$ cat src/rtl/rom_dl_pkg.sv
// Shared types for the ROM download router: FSM states and the region range record.
package rom_dl_pkg;

    localparam int unsigned ADDR_W = 25;
    localparam int unsigned WORD_W = 23;
    localparam int unsigned WCNT_W = 16;
    localparam int unsigned RCNT_W = 17;

    typedef enum logic [1:0] {
        ST_IDLE     = 2'd0,
        ST_ISSUE    = 2'd1,
        ST_WAIT_ACK = 2'd2
    } dl_state_e;

    typedef struct packed {
        logic [ADDR_W-1:0] first;
        logic [ADDR_W-1:0] last;
    } region_t;

endpackage

$ cat src/rtl/dl_region_match.sv
// Decides whether a byte address falls in one port's inclusive region and
// gives the 16-bit word offset from the region start.
module dl_region_match
    import rom_dl_pkg::*;
(
    input  logic [ADDR_W-1:0] addr_i,
    input  region_t           region_i,
    output logic              hit_o,
    output logic [WORD_W-1:0] word_o
);

    logic [ADDR_W-1:0] diff;

    assign diff   = addr_i - region_i.first;
    assign hit_o  = (addr_i >= region_i.first) && (addr_i <= region_i.last);
    assign word_o = WORD_W'(diff >> 1);

endmodule

$ cat src/rtl/rom_dl_router.sv
// Routes HPS ROM-download bytes to one or more SDRAM toggle-handshake write
// ports, throttles the HPS, and stretches the game-core reset after loading.
module rom_dl_router
    import rom_dl_pkg::*;
#(
    parameter int unsigned            NPORTS      = 2,
    parameter logic [7:0]             ROM_INDEX   = 8'd0,
    parameter logic [NPORTS*ADDR_W-1:0] REGION_BASE = {25'h30000, 25'h0},
    parameter logic [NPORTS*ADDR_W-1:0] REGION_END  = {25'h8FFFF, 25'h2FFFF},
    parameter int unsigned            RST_CYCLES  = 65535,
    parameter int unsigned            ACK_TIMEOUT = 255
) (
    input  logic                       clk_sys,
    input  logic                       reset,
    input  logic                       user_reset,
    input  logic                       ioctl_download,
    input  logic [7:0]                 ioctl_index,
    input  logic                       ioctl_wr,
    input  logic [ADDR_W-1:0]          ioctl_addr,
    input  logic [7:0]                 ioctl_dout,
    input  logic [NPORTS-1:0]          port_ack,
    output logic [NPORTS-1:0]          port_req,
    output logic [NPORTS*WORD_W-1:0]   port_a,
    output logic [1:0]                 port_ds,
    output logic [15:0]                port_d,
    output logic                       port_we,
    output logic                       dl_active,
    output logic                       ioctl_wait,
    output logic                       ack_err,
    output logic                       rom_loaded,
    output logic                       core_reset
);

    dl_state_e                 state_q;
    logic                      wr_prev_q;
    logic                      dl_prev_q;
    logic [ADDR_W-1:0]         addr_q;
    logic                      pend_q;
    logic [ADDR_W-1:0]         pend_addr_q;
    logic [7:0]                pend_data_q;
    logic [NPORTS-1:0]         req_q;
    logic [NPORTS-1:0]         toggled_q;
    logic [NPORTS*WORD_W-1:0]  port_a_q;
    logic [1:0]                ds_q;
    logic [15:0]               d_q;
    logic [WCNT_W-1:0]         wcnt_q;
    logic                      ack_err_q;
    logic                      rom_loaded_q;
    logic [RCNT_W-1:0]         rcnt_q;
    logic                      core_reset_q;

    logic [NPORTS-1:0]         hit_c;
    logic [NPORTS*WORD_W-1:0]  word_c;
    logic                      wr_rise_c;

    assign dl_active  = ioctl_download && (ioctl_index == ROM_INDEX);
    assign port_we    = dl_active;
    assign wr_rise_c  = ioctl_wr && !wr_prev_q && dl_active;
    assign ioctl_wait = (state_q != ST_IDLE);
    assign port_req   = req_q;
    assign port_a     = port_a_q;
    assign port_ds    = ds_q;
    assign port_d     = d_q;
    assign ack_err    = ack_err_q;
    assign rom_loaded = rom_loaded_q;
    assign core_reset = core_reset_q;

    for (genvar i = 0; i < NPORTS; i++) begin : g_port
        region_t rgn;
        assign rgn.first = REGION_BASE[i*ADDR_W +: ADDR_W];
        assign rgn.last  = REGION_END[i*ADDR_W +: ADDR_W];

        dl_region_match u_match (
            .addr_i   (addr_q),
            .region_i (rgn),
            .hit_o    (hit_c[i]),
            .word_o   (word_c[i*WORD_W +: WORD_W])
        );
    end

    // Write FSM plus the one-deep pending slot for strobes arriving while busy.
    always_ff @(posedge clk_sys) begin
        if (reset) begin
            state_q     <= ST_IDLE;
            wr_prev_q   <= 1'b0;
            addr_q      <= '0;
            pend_q      <= 1'b0;
            pend_addr_q <= '0;
            pend_data_q <= '0;
            req_q       <= '0;
            toggled_q   <= '0;
            port_a_q    <= '0;
            ds_q        <= '0;
            d_q         <= '0;
            wcnt_q      <= '0;
            ack_err_q   <= 1'b0;
        end else begin
            wr_prev_q <= ioctl_wr;
            unique case (state_q)
                ST_IDLE: begin
                    if (pend_q) begin
                        addr_q  <= pend_addr_q;
                        ds_q    <= {pend_addr_q[0], ~pend_addr_q[0]};
                        d_q     <= {pend_data_q, pend_data_q};
                        state_q <= ST_ISSUE;
                    end else if (wr_rise_c) begin
                        addr_q  <= ioctl_addr;
                        ds_q    <= {ioctl_addr[0], ~ioctl_addr[0]};
                        d_q     <= {ioctl_dout, ioctl_dout};
                        state_q <= ST_ISSUE;
                    end
                end
                ST_ISSUE: begin
                    req_q     <= req_q ^ hit_c;
                    toggled_q <= hit_c;
                    wcnt_q    <= '0;
                    for (int i = 0; i < int'(NPORTS); i++) begin
                        if (hit_c[i]) begin
                            port_a_q[i*WORD_W +: WORD_W] <= word_c[i*WORD_W +: WORD_W];
                        end
                    end
                    state_q <= (|hit_c) ? ST_WAIT_ACK : ST_IDLE;
                end
                ST_WAIT_ACK: begin
                    if (((port_ack ^ req_q) & toggled_q) == '0) begin
                        state_q <= ST_IDLE;
                    end else if (wcnt_q == WCNT_W'(ACK_TIMEOUT)) begin
                        state_q   <= ST_IDLE;
                        ack_err_q <= 1'b1;
                    end else begin
                        wcnt_q <= wcnt_q + 1'b1;
                    end
                end
                default: state_q <= ST_IDLE;
            endcase

            // An IDLE strobe with the slot empty is taken directly above.
            if (wr_rise_c && (state_q != ST_IDLE || pend_q)) begin
                if (pend_q && state_q != ST_IDLE) begin
                    ack_err_q <= 1'b1;
                end else begin
                    pend_q      <= 1'b1;
                    pend_addr_q <= ioctl_addr;
                    pend_data_q <= ioctl_dout;
                end
            end else if (state_q == ST_IDLE && pend_q) begin
                pend_q <= 1'b0;
            end
        end
    end

    // Download-complete flag and the core reset stretcher.
    always_ff @(posedge clk_sys) begin
        if (reset) begin
            dl_prev_q    <= 1'b0;
            rom_loaded_q <= 1'b0;
            rcnt_q       <= RCNT_W'(RST_CYCLES);
            core_reset_q <= 1'b1;
        end else begin
            dl_prev_q <= dl_active;
            if (dl_prev_q && !dl_active) begin
                rom_loaded_q <= 1'b1;
            end
            if (user_reset || !rom_loaded_q || dl_active) begin
                rcnt_q <= RCNT_W'(RST_CYCLES);
            end else if (rcnt_q != '0) begin
                rcnt_q <= rcnt_q - 1'b1;
            end
            core_reset_q <= (rcnt_q != '0);
        end
    end

endmodule
$ cat config.mk
export PLATFORM = sky130hd
export DESIGN_NAME = rom_dl_router
export DESIGN_NICKNAME = d
export VERILOG_FILES = /design/src/rtl/rom_dl_pkg.sv /design/src/rtl/dl_region_match.sv /design/src/rtl/rom_dl_router.sv
export SDC_FILE = /design/constraint.sdc
export NUM_CORES = 1
export LEC_CHECK = 0
export CORE_UTILIZATION = 40
export CTS_CLUSTER_SIZE = 10
export DETAILED_ROUTE_END_ITERATION = 12
export PLACE_DENSITY_LB_ADDON = 0.25
export SLEW_MARGIN = 20
export SYNTH_ARGS = -nofsm -noshare
export SYNTH_HDL_FRONTEND = slang
export SYNTH_SLANG_ARGS = --single-unit
$ cat constraint.sdc
create_clock -name clk_sys -period 3 [get_ports clk_sys]
set_input_delay 0.75 -clock clk_sys [delete_from_list [all_inputs] [get_ports clk_sys]]
set_output_delay 0.75 -clock clk_sys [all_outputs]
set_load 0.03 [all_outputs]
==> results of run 1 <==
## report_power, final
part | switching [mW] | leakage [nW] | internal [mW]
Sequential | 0.000682 | 1.27 | 2.10
Combinational | 0.0622 | 1.47 | 0.0799
Clock | 0.828 | 0.330 | 1.66
## layout make-up
cell class,count,share of cell area [%]
Clock buffer,20,5.04
Clock inverter,11,2.67
Inverter,7,0.296
Multi-Input combinational cell,532,37.9
Sequential cell,158,35.7
Tap cell,220,3.10
Timing Repair Buffer,137,15.3
## cell usage after synthesis (all sizes together), types with 4 or more instances
| master | count |
|---|---|
| dfxtp | 158 |
| o21ai | 24 |
| and3 | 4 |
| buf | 20 |
| mux2i | 53 |
| nor2 | 62 |
| inv | 7 |
| nor4 | 9 |
| o211ai | 4 |
| and2 | 11 |
| nand4 | 8 |
| mux2 | 13 |
| xor2 | 14 |
| a21oi | 46 |
| clkbuf | 37 |
| or4 | 11 |
| ha | 5 |
| a211oi | 35 |
| nor3 | 7 |
| xnor2 | 9 |
| nand2 | 99 |
| nor3b | 4 |
| nand3b | 17 |
| nand2b | 37 |
| nand3 | 10 |
| nor4b | 5 |
| nor2b | 14 |
## cells by family after synthesis
family,synth area share [%]
DFF,46.4
AOI/OAI and AO/OA,11.6
xor gates and xnor gates,2.96
and+or+nand+nor,23.5
adders and majority gates,0.918
buffers and inverters,4.48
muxes,10.1
## metrics by stage
step,power [mW],std cells
6_report,4.73,1085
5_1_grt,4.89,1085
4_1_cts,4.79,1085
3_5_place_dp,2.29,1054
3_3_place_gp,2.29,1054
2_1_floorplan,2.20,754
## tightest hold or removal path, cell delays in order (launching register included)
cell and delay (ns):
dfxtp_1 0.31, nand2_1 0.05, a21oi_1 0.05
## worst paths after layout
| path | to | slack (ns) | cells past startpoint |
|---|---|---|---|
| worst min register to register | pend_addr_q[9] | 0.45 | 2 |
| worst max register to register | port_a[31] | 0.38 | 7 |
| worst min-delay path | pend_addr_q[9] | 0.45 | 2 |
| worst max-delay path | port_we | 0.25 | 5 |
## per-layer routing
layer | track usage (%) | vias to the layer above | wire (µm)
met5 | 0 | - | 0
met4 | 7.02 | 0 | 223
met3 | 4.75 | 16 | 732
met2 | 26.3 | 102 | 6520
met1 | 24.3 | 2479 | 7490
li1 | - | 2822 | -
## flip-flops by register name (all words and copies together), names as in the netlist
signal and count:
ack_err 1, addr_q 25, core_reset 1, dl_prev_q 1, pend_addr_q 25, pend_data_q 8, pend_q 1, port_a 46
port_d 8, port_ds 1, port_req 2, rcnt_q 17, rom_loaded 1, state_q 2, toggled_q 2, wcnt_q 16
wr_prev_q 1
==> out/qor.yml, run 1 <==
p_per_area_mw_per_mm2: 533
grtUsageTotal_pct: 17.7
slew_headroom_pct: 48.8
ys_seq_elements: 158
max_freq_mhz: 364
critPathMaxStageDelay_ns: 0.40
ff_latch_area_mm2: 0.00316
final_layout_size_suffix_gt1_share_pct: 8.67
synth_cell_type_count: 50
nNetsFinal: 906
fillers: 1539
preCtsSetupSlack_ns: 0.263
vias: 5419
ctsHoldBuffers: 0
holdWs_ns: 0.452
cts_buffers: 17
final_common_cell: "dfxtp_1"
multi_input_area_mm2: 0.00336
drt-total-wl_um: 15000
netlist.area_leader.share_pct: 46.4
endpoint_kind: "output pin"
critical-path-top-delay-family: "buffers and inverters"
synth_area_leaders: "dfxtp_1, mux2i_1, nand2_1"
fp.coreArea_mm2: 0.0166
overflow: 0
critPathSlowestCell: "clkdlybuf4s50_1"
synth_edf_count: 0
final_area_mm2: 0.00887
cts-root-buf: "clkbuf_16"
synthFlopType: "dfxtp_1"
required_ns: 2.25
path_cells: "clkdlybuf4s50_1 > nor4b_1 > nand3_1 > inv_1 > buf_4"
min_period_ns: 2.75
utilization_pct: 53.5
cts_buffer_depth: 2
maxCapViolCount: 0
grt_max_degree: 61
tns_ns: 0
dieWidth_um: 133
setup_violations: 0
crit_type: "in -> out"
clk_pin_slew_ns: 0.06
grt_pass1_vias: 5093
cts_sinks: 158
row_count: 47
worstHoldStart: "pend_addr_q[9]"
post-cts-setup-buffers: 0
drc: 0
fin_ws_ns: 0.252
syn_inst: 754
timing.rr.start: "addr_q[17]"
viasPerCell: 4.99
rsz0062_at_grt: "no"
crit_buf_inv: 3
cts_tree: "built"
diodes: 0
start_util_pct: 41.1
p_leak_nw: 3.07
ant_nets: 0
yosysWarningCount: 0
dieHeight_um: 133
area.growth.synth_to_final_pct: 30.2
yosysSeqAreaShare_pct: 46.4
clk_latency_ns: 0.42
place.gp.congestion: 0.754
ir_drop_mv: 0.379
worstMarginPinSlew_ns: 0.768
hold_violations: 0
drt_iter0_drc: 306
synth_area_leader_cell: "dfxtp_1"
status: "complete, no violations"
drv_slew: 0
io_pins: 120
final_cell_mix: "dfxtp_1, clkdlybuf4s50_1, nand2_1"
syn_area_mm2: 0.00681
antenna_found_initial: 0
crit_path_start: "ioctl_index[4]"
synth.avg_cell_area_um2: 9.04
cp_max_fo: 3
post-route-period-util_pct: 91.6
skew_ns: 0.00694
async_reset_ff_share_pct: 0
critPathArrivalTime_ns: 2.00
place_area_mm2: 0.00819
cts_resized: 0
hp-class: "reg -> reg"
htreeDepth: 4
grt_first_pass_wirelength_um: 25100
dr.pass1.iters: 5
portBuffers: 119
syn_nets: 807
startpoint_type: "input pin"
dpl.hpwl_um: 10200
drt-wirelength-per-cell_um: 13.8
die_area_mm2: 0.0176
Note: power is estimated with default switching activity, not from simulation.
==> inputs of run 2 (changes only) <==
Settings changed: CORE_MARGIN set to 3.
==> run 2 against run 1 <==
Against the previous run: register-to-register slack about the same; utilization decreased by 0.57 points; global-route usage decreased by 1.1 points; die area increased by 6.1%; critical path type unchanged; combinational power about the same; clock skew decreased by 0.0016 ns; clock-buffer cell count increased by 2; clock power decreased by 8%; highest routed layer unchanged; flip-flop and latch count unchanged.
==> out/qor.yml, run 2 (synthesized netlist as in run 1, its figures left out) <==
status: "complete, no violations"  # unchanged
min_period_ns: 2.79  # was 2.75 ns
clk_pin_slew_ns: 0.05  # was 0.06 ns
fp.coreArea_mm2: 0.0166  # about the same
p_leak_nw: 3.04  # was 3.07 nW
cts_sinks: 158  # unchanged
portBuffers: 119  # unchanged
path_cells: "clkdlybuf4s50_1 > nor4b_1 > nand3_1 > inv_1 > buf_4"  # unchanged
fillers: 1563  # was 1539
grt_max_degree: 76  # was 61
rsz0062_at_grt: "no"  # unchanged
start_util_pct: 40.9  # was 41.1%
nNetsFinal: 904  # was 906
htreeDepth: 4  # unchanged
hp-class: "reg -> reg"  # unchanged
antenna_found_initial: 0  # unchanged
critPathSlowestCell: "clkdlybuf4s50_1"  # unchanged
ff_latch_area_mm2: 0.00316  # unchanged
tns_ns: 0  # unchanged
drt-total-wl_um: 15300  # was 15000 µm
p_per_area_mw_per_mm2: 516  # was 533 mW/mm²
multi_input_area_mm2: 0.00336  # unchanged
skew_ns: 0.00536  # was 0.00694 ns
critPathArrivalTime_ns: 2.04  # was 2.00 ns
cts_resized: 0  # unchanged
drv_slew: 0  # unchanged
cts-root-buf: "clkbuf_16"  # unchanged
slew_headroom_pct: 55.1  # was 48.8%
worstMarginPinSlew_ns: 0.667  # was 0.768 ns
place.gp.congestion: 0.756  # was 0.754
grt_pass1_vias: 4917  # was 5093
final_common_cell: "dfxtp_1"  # unchanged
die_area_mm2: 0.0186  # was 0.0176 mm²
dr.pass1.iters: 4  # was 5
hold_violations: 0  # unchanged
overflow: 0  # unchanged
grt_first_pass_wirelength_um: 24700  # was 25100 µm
largest_reg_flops: 46  # unchanged
final_cell_mix: "dfxtp_1, clkdlybuf4s50_1, nand2_1"  # unchanged
final_layout_size_suffix_gt1_share_pct: 8.56  # was 8.67%
dieHeight_um: 137  # was 133 µm
cts_buffer_depth: 2  # unchanged
viasPerCell: 5.02  # was 4.99
ant_nets: 0  # unchanged
dpl.hpwl_um: 10600  # was 10200 µm
setup_violations: 0  # unchanged
grtUsageTotal_pct: 16.6  # was 17.7%
preCtsSetupSlack_ns: 0.189  # was 0.263 ns
instances_no_fill: 1084  # was 1085
row_count: 47  # unchanged
io_pins: 120  # unchanged
cts_buffers: 17  # unchanged
dieWidth_um: 137  # was 133 µm
required_ns: 2.25  # about the same
cts_tree: "built"  # unchanged
maxCapViolCount: 0  # unchanged
critPathMaxStageDelay_ns: 0.39  # was 0.40 ns
max_freq_mhz: 359  # was 364 MHz
clk_latency_ns: 0.42  # about the same
vias: 5440  # was 5419
startpoint_type: "input pin"  # unchanged
drt-wirelength-per-cell_um: 14.1  # was 13.8 µm
drt_iter0_drc: 385  # was 306
crit_type: "in -> out"  # unchanged
place_inst: 1052  # was 1054
area.growth.synth_to_final_pct: 29.2  # was 30.2%
fin_ws_ns: 0.214  # was 0.252 ns
post-route-period-util_pct: 92.9  # was 91.6%
endpoint_kind: "output pin"  # unchanged
drc: 0  # unchanged
place_area_mm2: 0.00817  # was 0.00819 mm²
ir_drop_mv: 0.386  # was 0.379 mV
holdWs_ns: 0.454  # was 0.452 ns
final_area_mm2: 0.00880  # was 0.00887 mm²
diodes: 0  # unchanged
post-cts-setup-buffers: 0  # unchanged
ctsHoldBuffers: 0  # unchanged
cp_max_fo: 3  # unchanged
[run 2: cell count changes in the layout (fill, tap and decap cells not counted), sizes merged]
cell / change
buf: -2
bufinv: -3
clkbuf: +2
clkinv: +3
inv: -1
[run 2: metrics by stage]
| step | util [%] | total power [mW] |
|---|---|---|
| floorplan | - | 2.20 |
| global placement | 49.1 | 2.29 |
| detailed placement | 49.1 | 2.29 |
| CTS | 52.9 | 4.59 |
| global route | 52.9 | 4.69 |
| finish | 52.9 | 4.55 |
[run 2: path summary, 6_finish.rpt]
| path | start | end | slack, ns | cells past startpoint |
|---|---|---|---|---|
| max | ioctl_index[4] | dl_active | 0.21 | 5 |
| min | pend_data_q[0] | pend_data_q[0] | 0.45 | 2 |
| max reg2reg | addr_q[17] | port_a[27] | 0.37 | 7 |
| min reg2reg | pend_data_q[0] | pend_data_q[0] | 0.45 | 2 |
[run 2: layout make-up]
type	count	area share, %
inverters	7	0.298
repair buffers	135	15.2
flip-flops and latches	158	35.9
clock inverters	10	1.82
multi-input cells	532	38.2
well taps	220	3.13
clock buffers	22	5.39
[run 2: per-layer routing]
layer / global-route usage, % / up-vias / share of wire (%)
met3: 4.67 / 16 / 4.0
met4: 4.54 / 0 / 1.2
met5: 0 / - / 0
met1: 23.3 / 2516 / 51
met2: 25.0 / 99 / 44
li1: - / 2809 / -
[run 2: worst max-delay path, delay by kind of cell]
family / cells / cell delay, ns
and+or+nand+nor: 2 / 0.58
buffers and inverters: 3 / 0.70
[run 2: report_power, final]
group | switching, mW | internal [mW] | total [mW]
Sequential | 0.000674 | 2.10 | 2.10
Clock | 0.844 | 1.46 | 2.30
Combinational | 0.0648 | 0.0801 | 0.145
==> inputs of run 3 (changes only) <==
Settings changed: PLACE_DENSITY set to 0.61, PLACE_DENSITY_LB_ADDON 0.25 to unset.
==> run 3 against run 2 <==
Against the previous run: flip-flop and latch count unchanged; first-iteration DRC count shrank 8.6%; non-clock buffer count did not move; hold slack is essentially flat; clock skew rose by 0.0034 ns; design area shrank 0.88%; clock-buffer cell count down 2; wire length up 5.0%; largest power group is now registers; setup slack gained 0.021 ns; via count up 1.4%; critical path depth stayed put; cell count is the same.
==> out/qor.yml, run 3 (synthesized netlist as in run 1, its figures left out) <==
grt.busiest_layer: "met2"  # unchanged
largest_reg_flops: 46  # unchanged
status: "complete, no violations"  # unchanged
startpoint_type: "input pin"  # unchanged
post-cts-setup-buffers: 0  # unchanged
cts_tree: "built"  # unchanged
final_layout_size_suffix_gt1_share_pct: 8.68  # was 8.56%
fin_ws_ns: 0.235  # was 0.214 ns
drt-wirelength-per-cell_um: 14.8  # was 14.1 µm
ff_latch_area_mm2: 0.00316  # unchanged
hold_violations: 0  # unchanged
maxCapViolCount: 0  # unchanged
clk_pin_slew_ns: 0.06  # was 0.05 ns
dieHeight_um: 137  # unchanged
ant_nets: 0  # unchanged
required_ns: 2.25  # about the same
r2r_cells: 7  # unchanged
grt_util_met3_pct: 4.52  # was 4.67%
max_freq_mhz: 362  # was 359 MHz
final_common_cell: "dfxtp_1"  # unchanged
post-route-period-util_pct: 92.2  # was 92.9%
cts_sinks: 158  # unchanged
crit_path_start: "ioctl_index[4]"  # unchanged
skew_ns: 0.00872  # was 0.00536 ns
multi_input_area_mm2: 0.00336  # unchanged
fp.coreArea_mm2: 0.0166  # unchanged
ir_drop_mv: 0.387  # was 0.386 mV
grt_first_pass_wirelength_um: 26100  # was 24700 µm
timing.rr.start: "addr_q[17]"  # unchanged
row_count: 47  # unchanged
met1_usage_pct: 23.4  # was 23.3%
cts_resized: 0  # unchanged
start_util_pct: 40.9  # unchanged
dr.pass1.iters: 5  # was 4
final_cell_mix: "dfxtp_1, clkdlybuf4s50_1, nand2_1"  # unchanged
holdWs_ns: 0.454  # about the same
setup_violations: 0  # unchanged
final_area_mm2: 0.00873  # was 0.00880 mm²
grtUsageTotal_pct: 17.4  # was 16.6%
die_area_mm2: 0.0186  # unchanged
grt_pass1_vias: 5402  # was 4917
viasPerCell: 5.09  # was 5.02
worstMarginPinSlew_ns: 0.742  # was 0.667 ns
cp_max_fo: 3  # unchanged
overflow: 0  # unchanged
fillers: 1519  # was 1563
grt_util_met2_pct: 27.1  # was 25.0%
critPathArrivalTime_ns: 2.01  # was 2.04 ns
drc: 0  # unchanged
nNetsFinal: 904  # unchanged
preCtsSetupSlack_ns: 0.242  # was 0.189 ns
slew_headroom_pct: 50.6  # was 55.1%
cts_buffers: 17  # unchanged
p_total_mw: 4.31  # was 4.55 mW
ctsHoldBuffers: 0  # unchanged
min_period_ns: 2.76  # was 2.79 ns
p_per_area_mw_per_mm2: 494  # was 516 mW/mm²
cts_buffer_depth: 2  # unchanged
diodes: 0  # unchanged
vias: 5517  # was 5440
io_pins: 120  # unchanged
area.growth.synth_to_final_pct: 28.1  # was 29.2%
hp-class: "reg -> reg"  # unchanged
endpoint: "port_we"  # was dl_active
htreeDepth: 4  # unchanged
clk_latency_ns: 0.42  # about the same
tns_ns: 0  # unchanged
drt-total-wl_um: 16000  # was 15300 µm
portBuffers: 119  # unchanged
antenna_found_initial: 0  # unchanged
drv_slew: 0  # unchanged
cts-root-buf: "clkbuf_16"  # unchanged
dpl.hpwl_um: 11200  # was 10600 µm
drt_iter0_drc: 352  # was 385
p_leak_nw: 2.99  # was 3.04 nW
place.gp.congestion: 0.829  # was 0.756
grt_max_degree: 90  # was 76
endpoint_kind: "output pin"  # unchanged
r2r_slack_ns: 0.36  # was 0.37 ns
crit_type: "in -> out"  # unchanged
dieWidth_um: 137  # unchanged
place_area_mm2: 0.00816  # was 0.00817 mm²
rsz0062_at_grt: "no"  # unchanged
rr_endpoint: "port_a[32]"  # was port_a[27]
==> run 3: cell types whose count changed in the layout (fill, tap and decap cells not counted), sizes merged <==
cell	delta
clkinvlp	+4
bufinv	-3
clkbuf	-2
inv	+2
clkinv	-1
==> run 3: how the worst min path moves through the flow <==
stage / from / to / depth (start not counted)
global route: port_a[19] / port_a[19] / 1
finish: pend_addr_q[15] / pend_addr_q[15] / 2
CTS: pend_addr_q[16] / pend_addr_q[16] / 2
floorplan: dl_prev_q / rom_loaded / 2
detailed placement: pend_addr_q[16] / pend_addr_q[16] / 2
global placement: pend_addr_q[18] / pend_addr_q[18] / 2
==> run 3: through the flow <==
| step | instances | util (%) |
|---|---|---|
| after global placement | 1052 | 49.0 |
| after detailed placement | 1052 | 49.0 |
| final | 1084 | 52.4 |
| after floorplan | 754 | - |
| after CTS | 1084 | 52.4 |
| after global routing | 1084 | 52.4 |
==> run 3: area by class of cell <==
type / count / area share [%]
clock buffer: 20 / 5.23
tap: 220 / 3.15
sequential: 158 / 36.3
timing repair buffer: 135 / 15.2
inverter: 7 / 0.301
multi-input combinational: 532 / 38.5
clock inverter: 12 / 1.29
==> run 3: layer usage <==
metal  share of wire [%]  vias up
met5                   0        -
met4                 1.3        0
met3                 5.2       20
met2                  46      128
met1                  48     2554
li1                    -     2815
==> run 3: report_power, final <==
part / leakage, nW / switching, mW / internal, mW
clock: 0.265 / 0.882 / 1.19
sequential: 1.27 / 0.000700 / 2.10
combinational: 1.45 / 0.0617 / 0.0784
total: 2.99 / 0.944 / 3.37
==> run 3: critical path, stage by stage <==
cell,delay [ns]
clkdlybuf4s50_1,0.41
nor4b_1,0.37
nand3_1,0.18
inv_1,0.13
buf_4,0.17
